### config.mk
export PLATFORM = sky130hd
export DESIGN_NAME = img_scan_ctrl
export DESIGN_NICKNAME = d
export VERILOG_FILES = /design/src/rtl/img_pkg.sv /design/src/rtl/img_addr_gen.sv /design/src/rtl/img_scan_ctrl.sv
export SDC_FILE = /design/constraint.sdc
export NUM_CORES = 1
export LEC_CHECK = 0
export BUFFER_PORTS_ARGS = -buffer_cell sky130_fd_sc_hd__buf_4
export CAP_MARGIN = 5
export CORE_ASPECT_RATIO = 0.6
export CORE_MARGIN = 2
export CORE_UTILIZATION = 40
export DETAILED_ROUTE_END_ITERATION = 10
export GPL_ROUTABILITY_DRIVEN = 1
export PLACE_DENSITY_LB_ADDON = 0.25
export SLEW_MARGIN = 10
export SYNTH_ARGS = -nofsm -noshare
export SYNTH_HDL_FRONTEND = slang
export SYNTH_SLANG_ARGS = --single-unit
### constraint.sdc
create_clock -name HCLK -period 1.9 [get_ports HCLK]
set_input_delay 0.095 -clock HCLK [delete_from_list [all_inputs] [get_ports HCLK]]
set_output_delay 0.095 -clock HCLK [all_outputs]
set_load 0.02 [all_outputs]
### src/rtl/img_pkg.sv
// Shared encodings for the image scan controller: operation codes, FSM states, beat geometry.
package img_pkg;

  typedef enum logic [2:0] {
    ST_IDLE  = 3'd0,
    ST_VSYNC = 3'd1,
    ST_HSYNC = 3'd2,
    ST_DATA  = 3'd3,
    ST_DONE  = 3'd4
  } scan_state_e;

  localparam logic [2:0] OP_PASS   = 3'd0;
  localparam logic [2:0] OP_BRIGHT = 3'd1;
  localparam logic [2:0] OP_INVERT = 3'd2;
  localparam logic [2:0] OP_BW     = 3'd3;
  localparam logic [2:0] OP_THRESH = 3'd4;

  localparam int BEAT_PIX = 2;
  localparam int DLY_W    = 16;

  // Unassigned operation codes fall back to pass-through.
  function automatic logic [2:0] op_sanitize(input logic [2:0] op);
    return (op > OP_THRESH) ? OP_PASS : op;
  endfunction

endpackage

### src/rtl/img_addr_gen.sv
// Row/column scan counters with an incrementally maintained row-base register.
module img_addr_gen import img_pkg::*; #(
  parameter int WIDTH     = 956,
  parameter int HEIGHT    = 635,
  parameter int BOTTOM_UP = 1,
  parameter int ADDR_W    = 20
) (
  input  logic                      HCLK,
  input  logic                      clr,
  input  logic                      load,
  input  logic                      adv,
  input  logic                      active,
  output logic [$clog2(HEIGHT)-1:0] row_o,
  output logic [$clog2(WIDTH)-1:0]  col_o,
  output logic [ADDR_W-1:0]         rd_addr,
  output logic                      last_col,
  output logic                      last_row
);

  localparam int RW = $clog2(HEIGHT);
  localparam int CW = $clog2(WIDTH);
  localparam logic [ADDR_W-1:0] BASE_FIRST = (BOTTOM_UP != 0) ? ADDR_W'((HEIGHT-1)*WIDTH) : '0;
  localparam logic [ADDR_W-1:0] ROW_STEP   = ADDR_W'(WIDTH);

  logic [RW-1:0]     row_q;
  logic [CW-1:0]     col_q;
  logic [ADDR_W-1:0] base_q;
  logic              col_end, row_end;

  assign col_end = (col_q == CW'(WIDTH - BEAT_PIX));
  assign row_end = (row_q == RW'(HEIGHT - 1));

  // base_q always holds src_row*WIDTH, so the address needs only one adder.
  always_ff @(posedge HCLK) begin
    if (clr) begin
      row_q  <= '0;
      col_q  <= '0;
      base_q <= '0;
    end else if (load) begin
      row_q  <= '0;
      col_q  <= '0;
      base_q <= BASE_FIRST;
    end else if (adv) begin
      if (col_end) begin
        col_q <= '0;
        if (row_end) begin
          row_q  <= '0;
          base_q <= '0;
        end else begin
          row_q  <= row_q + RW'(1);
          base_q <= (BOTTOM_UP != 0) ? base_q - ROW_STEP : base_q + ROW_STEP;
        end
      end else begin
        col_q <= col_q + CW'(BEAT_PIX);
      end
    end
  end

  assign row_o    = row_q;
  assign col_o    = col_q;
  assign rd_addr  = base_q + ADDR_W'(col_q);
  assign last_col = active & col_end;
  assign last_row = active & row_end;

endmodule

### src/rtl/img_scan_ctrl.sv
// Frame scan controller: config latch, VSYNC/HSYNC/DATA sequencing, abortable and back-pressure aware.
module img_scan_ctrl import img_pkg::*; #(
  parameter int WIDTH          = 956,
  parameter int HEIGHT         = 635,
  parameter int START_UP_DELAY = 100,
  parameter int HSYNC_DELAY    = 160,
  parameter int BOTTOM_UP      = 1,
  parameter int ADDR_W         = 20
) (
  input  logic                      HCLK,
  input  logic                      HRESET,
  input  logic                      start_i,
  input  logic                      abort_i,
  input  logic [2:0]                cfg_op_i,
  input  logic [7:0]                cfg_value_i,
  input  logic                      cfg_sign_i,
  input  logic [7:0]                cfg_thresh_i,
  output logic [2:0]                op_o,
  output logic [7:0]                value_o,
  output logic                      sign_o,
  output logic [7:0]                thresh_o,
  output logic                      VSYNC,
  output logic                      HSYNC,
  output logic                      out_valid,
  input  logic                      out_ready,
  output logic [ADDR_W-1:0]         rd_addr,
  output logic [$clog2(HEIGHT)-1:0] row_o,
  output logic [$clog2(WIDTH)-1:0]  col_o,
  output logic                      last_col,
  output logic                      last_row,
  output logic                      busy,
  output logic                      frame_done
);

  localparam logic [DLY_W-1:0] VS_LAST = DLY_W'(START_UP_DELAY - 1);
  localparam logic [DLY_W-1:0] HS_LAST = DLY_W'(HSYNC_DELAY - 1);

  scan_state_e      state, nxt;
  logic [DLY_W-1:0] dly_cnt;
  logic             kill, load, adv;

  assign kill = abort_i && (state != ST_IDLE);
  assign load = (state == ST_IDLE) && start_i;
  assign adv  = out_valid && out_ready;

  always_comb begin
    nxt = state;
    case (state)
      ST_IDLE:  if (start_i) nxt = ST_VSYNC;
      ST_VSYNC: if (dly_cnt == VS_LAST) nxt = ST_HSYNC;
      ST_HSYNC: if (dly_cnt == HS_LAST) nxt = ST_DATA;
      ST_DATA:  if (out_ready && last_col) nxt = last_row ? ST_DONE : ST_HSYNC;
      ST_DONE:  nxt = ST_IDLE;
      default:  nxt = ST_IDLE;
    endcase
    if (kill) nxt = ST_IDLE;
  end

  // Status outputs are registered off the next state so they line up with state.
  always_ff @(posedge HCLK) begin
    if (HRESET) begin
      state      <= ST_IDLE;
      dly_cnt    <= '0;
      op_o       <= '0;
      value_o    <= '0;
      sign_o     <= 1'b0;
      thresh_o   <= '0;
      VSYNC      <= 1'b0;
      out_valid  <= 1'b0;
      busy       <= 1'b0;
      frame_done <= 1'b0;
    end else begin
      state   <= nxt;
      dly_cnt <= ((nxt == state) && (state == ST_VSYNC || state == ST_HSYNC))
                 ? dly_cnt + DLY_W'(1) : '0;
      if (load) begin
        op_o     <= op_sanitize(cfg_op_i);
        value_o  <= cfg_value_i;
        sign_o   <= cfg_sign_i;
        thresh_o <= cfg_thresh_i;
      end
      VSYNC      <= (nxt == ST_VSYNC);
      out_valid  <= (nxt == ST_DATA);
      busy       <= (nxt != ST_IDLE);
      frame_done <= (nxt == ST_DONE);
    end
  end

  assign HSYNC = out_valid;

  img_addr_gen #(
    .WIDTH     (WIDTH),
    .HEIGHT    (HEIGHT),
    .BOTTOM_UP (BOTTOM_UP),
    .ADDR_W    (ADDR_W)
  ) u_addr (
    .HCLK     (HCLK),
    .clr      (HRESET | kill),
    .load     (load),
    .adv      (adv),
    .active   (busy),
    .row_o    (row_o),
    .col_o    (col_o),
    .rd_addr  (rd_addr),
    .last_col (last_col),
    .last_row (last_row)
  );

endmodule

# Yosys cells after proc, flatten, opt, wreduce, memory -nomap -nowiden
# Cells that the tools add are included.
[classes]
n_addsub = 5
magnitude_cmp = 1
n_eq_ne = 11
n_mux = 14
n_bitwise = 4
reduce_logical = 15
[op_table]
columns = ["op", "count"]
rows = [
  ["2-to-1 mux 20 bit", 4],
  ["2-to-1 mux 3 bit", 7],
  ["adder 20 x 10 -> 20 bit", 1],
  ["equality test 10 bit, second input constant", 2],
  ["2-to-1 mux 10 bit", 2],
  ["subtractor 20 x 10 -> 20 bit, second input constant", 1],
  ["adder 16 x 1 -> 16 bit, second input constant", 1],
  ["equality test 16 x 7 -> 1 bit, second input constant", 1],
  ["equality test 16 x 8 -> 1 bit, second input constant", 1],
  ["case mux 3 bit (4 select lines)", 1],
  ["adder 10 x 1 -> 10 bit, second input constant", 1],
  ["adder 10 x 2 -> 10 bit, second input constant", 1],
  ["equality test 3 x 2 -> 1 bit, second input constant", 3],
  ["equality test 3 x 1 -> 1 bit, second input constant", 2],
  ["nonzero test 3 bit", 2],
  ["logical AND 1 bit", 5],
  ["AND reduction 2 bit", 2],
  ["nonzero test 2 bit", 2],
  ["OR reduction 2 bit", 2],
  ["equality test 3 bit", 1],
  ["equality test 3 bit, second input constant", 1],
  ["> comparator 3 bit, second input constant", 1],
  ["logical NOT 3 bit", 1],
  ["bitwise AND 1 bit", 2],
  ["3 further kinds", 3],
]
[word_totals]
register_bits = 83
input_bits = 25
output_inout_bits = 67

# Logic depth before layout (Yosys ltp)
[logic_depth]
ltp_word = 10
ltp_mapped = 7
depth_no_buf = 6

# By module
# A second synthesis with hierarchy kept.
[hier_totals]
cells_unflattened = 515
hier_area_um2 = 4264.1
[by_module_without_submodules]
columns = ["module", "instances", "cells_per_inst", "area_each_um2", "seq_area_each_um2"]
rows = [
  ["img_addr_gen", 1, 299, 2433.6, 780.7],
  ["img_scan_ctrl", 1, 216, 1830.5, 860.8],
]

# Worst setup path before layout
# OpenSTA, ideal clock, no wires.
[synth_path]
kind = "register -> register"
from = "register u_addr.col_q[9] (netlist: u_addr.col_o[9])"
to = "register VSYNC"
setup_time_ns = 0.080
arrival_ns = 2.430
slack_ns = -0.610
stages_incl_launch_ff = 6
path_buffers = 0
period_less_slack_ns = 2.510
path_cell_list = "dfxtp_1 -> or3b_1 -> nor4_1 -> a21oi_1 -> a211oi_1 -> nor3b_1"
[synth_between]
elab_chain_len = 7
[synth_lines]
columns = ["item", "line_no", "rtl"]
rows = [
  ["start, declared", "img_addr_gen.sv:26", "logic [CW-1:0] col_q;"],
  ["start signal, assigned", "img_addr_gen.sv:54", "col_q <= col_q + CW'(BEAT_PIX);"],
  ["equality test 10 bit", "img_addr_gen.sv:30", "assign col_end = (col_q == CW'(WIDTH - BEAT_PIX));"],
  ["bitwise AND 1 bit", "img_addr_gen.sv:62", "assign last_col = active & col_end;"],
  ["named net last_col", "img_scan_ctrl.sv:29", "output logic last_col,"],
  ["logical AND 1 bit", "img_scan_ctrl.sv:52", "ST_DATA: if (out_ready && last_col) nxt = last_row ? ST_DONE : ST_HSYNC;"],
  ["2-to-1 mux 3 bit", "img_scan_ctrl.sv:52", ""],
  ["case mux 3 bit (4 select lines)", "img_scan_ctrl.sv:48", "case (state)"],
  ["2-to-1 mux 3 bit", "img_scan_ctrl.sv:56", "if (kill) nxt = ST_IDLE;"],
  ["equality test 3 x 1 -> 1 bit", "img_scan_ctrl.sv:82", "VSYNC <= (nxt == ST_VSYNC);"],
  ["end signal, assigned", "img_scan_ctrl.sv:82", ""],
  ["end, declared", "img_scan_ctrl.sv:22", "output logic VSYNC,"],
]
# The timed path passes the listed nets, and every way through them passes these cells.
# A chain may end at the register's enable or synchronous reset.

# Worst setup path after layout
[layout_path]
from = "register u_addr.col_q[2] (netlist: u_addr.col_o[2])"
to = "output rd_addr[19]"
[layout_between]
elab_chain_len = 1
[layout_lines]
columns = ["item", "line_no", "rtl"]
rows = [
  ["adder 20 x 10 -> 20 bit", "img_addr_gen.sv:61", "assign rd_addr = base_q + ADDR_W'(col_q);"],
  ["end, declared", "img_scan_ctrl.sv:26", "output logic [ADDR_W-1:0] rd_addr,"],
]
# No other way between the ends.

==> results.toml <==
[outcome]
status = "finished, violations left"
failed_checks = "negative setup slack"

[global_routing]
grt_max_degree = 29
gr-total-overflow = 0
first_global_vias = 3901
groute.usage.overall = 0.225
wire_length_of_the_first_global_routing_pass_mm = 19.5
initial_antenna_violation_count = 0

[route]
wl_per_cell_um = 17.1
firstDrtPassIters = 5
avgViaCountPerCell = 5.38
antenna_left = 0
routed-via-count = 4378
drc_errors = 0
detailedRoute.firstIterationViolations = 245
wirelength_mm = 13.9

[cells_and_area]
utilization_of_the_core_after_routing = 0.692
final_area_um2 = 6860
antenna_cells = 0
nets = 712
flow.area_growth_from_synthesis_pct = 66.9
drive_gt1_frac = 0.479
fillers = 774
final-instance-count-excl-fill = 813

[power_and_ir_drop]
vdd.ir_drop.worst_mv = 0.460
p_leak_nw = 2.85
p_per_area_nw_per_um2 = 612

[clocking]
clock_insertion_delay_worst_skew_ns = 0.34
cts.clk_slew.worst_paths_ns = 0.06
clockBufferDepth = 2
cts_tree = "built"
cts_made_buffers = 9
clock_tree.root_cell = "clkbuf_16"
cts_sinks = 82
cts-htree-levels = 3

[timing]
timing_worst_slew_pin_value_ns = 0.675
clock-skew-final_ns = 0.00564
post-route-min-period_ns = 2.41
drv_slew = 0
timing.final.hold_violations = 0
timing.setup.tns_ns = -12.03
grt_setup_unrepaired = "true"
period_share = 1.27
setup_slack_of_the_critical_path_after_layout_ns = -0.508
timing.max_slew.rel_slack = 0.549
timing.final.setup_violations = 72
maxClockFrequency_ghz = 0.415

[setup_path]
setup.worst_path.class = "flip-flop to primary output"
worst_path_largest_cell_delay_ns = 0.36
worstPathMaxFanout = 5
worst_setup_path_start_kind = "flip-flop"
cp_top_family = "compound AO/OA/AOI/OAI gates"
setup.worst_path.end_class = "primary output"
wp_buf_inv = 2
cp.arrival_ns = 2.31
crit_chain = "ha_4 > a211o_1 > a2111oi_4 > buf_6 > o31ai_4 > nand4_1 > xnor2_2 > buf_4"
worst_path_max_delay_cell = "dfxtp_4"
critical_path_required_ns = 1.80

[synthesis]
synth_sequential_area_ratio = 0.400
ys_async_sr_fraction = 0
post-synth-top-area-cell = "dfxtp_1"
synth-seq-cells = 82
mappedNetlistArea_um2 = 4110
yosysUniqueCellTypes = 51
synth.top_cells.by_area = "dfxtp_1 40%, xnor2_1 8.1%, nor2_1 6.5%, nand2_1 6.2%, a21oi_1 4.4%"
most_used_dff_post_synth = "dfxtp_1"
yosysWarnings = 0
synth_enable_flop_cells = 0
number_of_nets_in_the_synthesized_netlist = 537
synth_area_per_cell_um2 = 8.25
count_of_mapped_cells_out_of_synthesis = 498
yosys_top_cell_area_share = 0.400

[placement]
placed_cell_area_um2 = 5680
routabilityCongestion = 0.875
dp.cells = 772
buffer_ports.inserted = 90
dp_wirelength_mm = 8.68
place_ws_ns = -0.178

[floorplanning]
floorplan.initialDensity = 0.414
die_h_um = 82.5
floorplan.die.width_um = 135
io-pin-count = 92
core_ar_um2 = 9910
core.rowCount = 28
die_ar_um2 = 11100

[worst_hold_path]
hold_path.class = "input pin to flip-flop"

[run]
cap_violations = 0
## Yosys cell counts (2+ instances only)
master	count
ha_1	14
nand3b_1	4
dfxtp_1	82
and3_1	6
and2_1	6
nor4_1	4
nor4_4	2
o21ai_0	10
or3_1	4
xnor2_1	38
a21oi_1	36
clkbuf_1	16
a31oi_1	5
or2_2	3
nor4b_2	3
and4_1	3
nor4b_1	4
a2111oi_0	2
nand3_1	18
o21ai_1	2
nor3b_1	2
nor2_1	71
buf_6	2
xor2_1	15
nor3_1	16
a21o_1	3
buf_4	3
a211oi_1	3
nand4_1	12
o21a_1	4
inv_1	12
nand4b_1	2
or4_1	5
nand2b_1	2
nand2_1	68
## worst paths after layout
check | to | cells past startpoint | slack [ns] | startpoint
setup / recovery | rd_addr[19] | 8 | -0.51 | u_addr.col_o[2]$_SDFFE_PP0P_
setup reg to reg | dly_cnt[0]$_SDFF_PP0_ | 7 | -0.18 | dly_cnt[13]$_SDFF_PP0_
hold reg to reg | op_o[1]$_SDFFE_PP0P_ | 2 | 0.45 | op_o[1]$_SDFFE_PP0P_
hold / removal | thresh_o[7]$_SDFFE_PP0P_ | 3 | 0.01 | cfg_thresh_i[7]
## per-layer routing
metal / track usage / routed length, um
met2: 0.346 / 6560
met1: 0.320 / 6400
met4: 0.0547 / 133
met3: 0.0537 / 834
met5: 0 / 0
## power breakdown
| part | switching (mW) | internal, mW | leakage [nW] |
|---|---|---|---|
| Combinational | 0.360 | 0.296 | 2.03 |
| Sequential | 0.0622 | 1.77 | 0.675 |
| Clock | 0.703 | 1.00 | 0.141 |
## worst min-delay path, cell delays in order
cell and delay (ns):
buf_4 0.11, nand2_1 0.04, a21oi_1 0.05
## cell usage in the layout (no fill, tap or decap), types with 7 or more instances in the layout
cell type	Yosys	final
nand4_1	12	12
inv_1	12	10
xnor2_1	38	24
xnor2_2	0	14
nand2_1	68	59
ha_1	14	8
nand3_1	18	14
dfxtp_1	82	70
xor2_1	15	15
dfxtp_2	0	7
clkbuf_16	0	11
o21ai_1	2	7
a21oi_1	36	26
nor2_1	71	49
nor2_2	0	7
buf_6	2	22
buf_4	3	151
nor2_4	0	15
a21oi_2	0	8
## timing repair
action / CTS / global route
endpoints found under the hold margin: 4 / 0
gates resized for setup: 42 / 114
buffers inserted: 9 / 13
setup endpoints to repair: 47 / 77
hold buffers: 4 / 0
gates cloned: 1 / 2
pin swaps: 22 / 46
## sequential cells by signal, indices dropped and copies added (netlist names)
signal and count:
u_addr.base_q 20, dly_cnt 16, u_addr.row_o 10, u_addr.col_o 9, thresh_o 8, value_o 8
op_o 3, state 3, HSYNC 1, VSYNC 1, busy 1, frame_done 1
sign_o 1
## cell type report
type                       count  area, um2  share of cell area
multi-input combinational    384       3120               0.455
sequential                    82       1670               0.243
timing repair buffer         184       1560               0.228
clock buffer                  13        272              0.0396
tap                          135        169              0.0246
inverter                      12       45.0             0.00657
clock inverter                 3       21.3             0.00310
## through the flow
stage               hold WS (ns)  power [mW]
floorplan                  0.231        2.18
global placement           0.342        2.42
detailed placement         0.351        2.43
CTS                     0.000180        4.15
global route             0.00592        4.34
finish                    0.0103        4.20
## kinds of logic (layout without fill, tap and decap cells)
group | after synthesis | after routing | share of synthesized area
AOI/OAI and AO/OA | 75 | 76 | 0.112
xor gates and xnor gates | 53 | 53 | 0.113
and+or+nand+nor | 239 | 240 | 0.294
buffers and inverters | 34 | 212 | 0.0378
other | 1 | 1 | 0.000913
DFF | 82 | 82 | 0.400
adders and majority gates | 14 | 14 | 0.0426
Power figures use the tool's default switching activity.
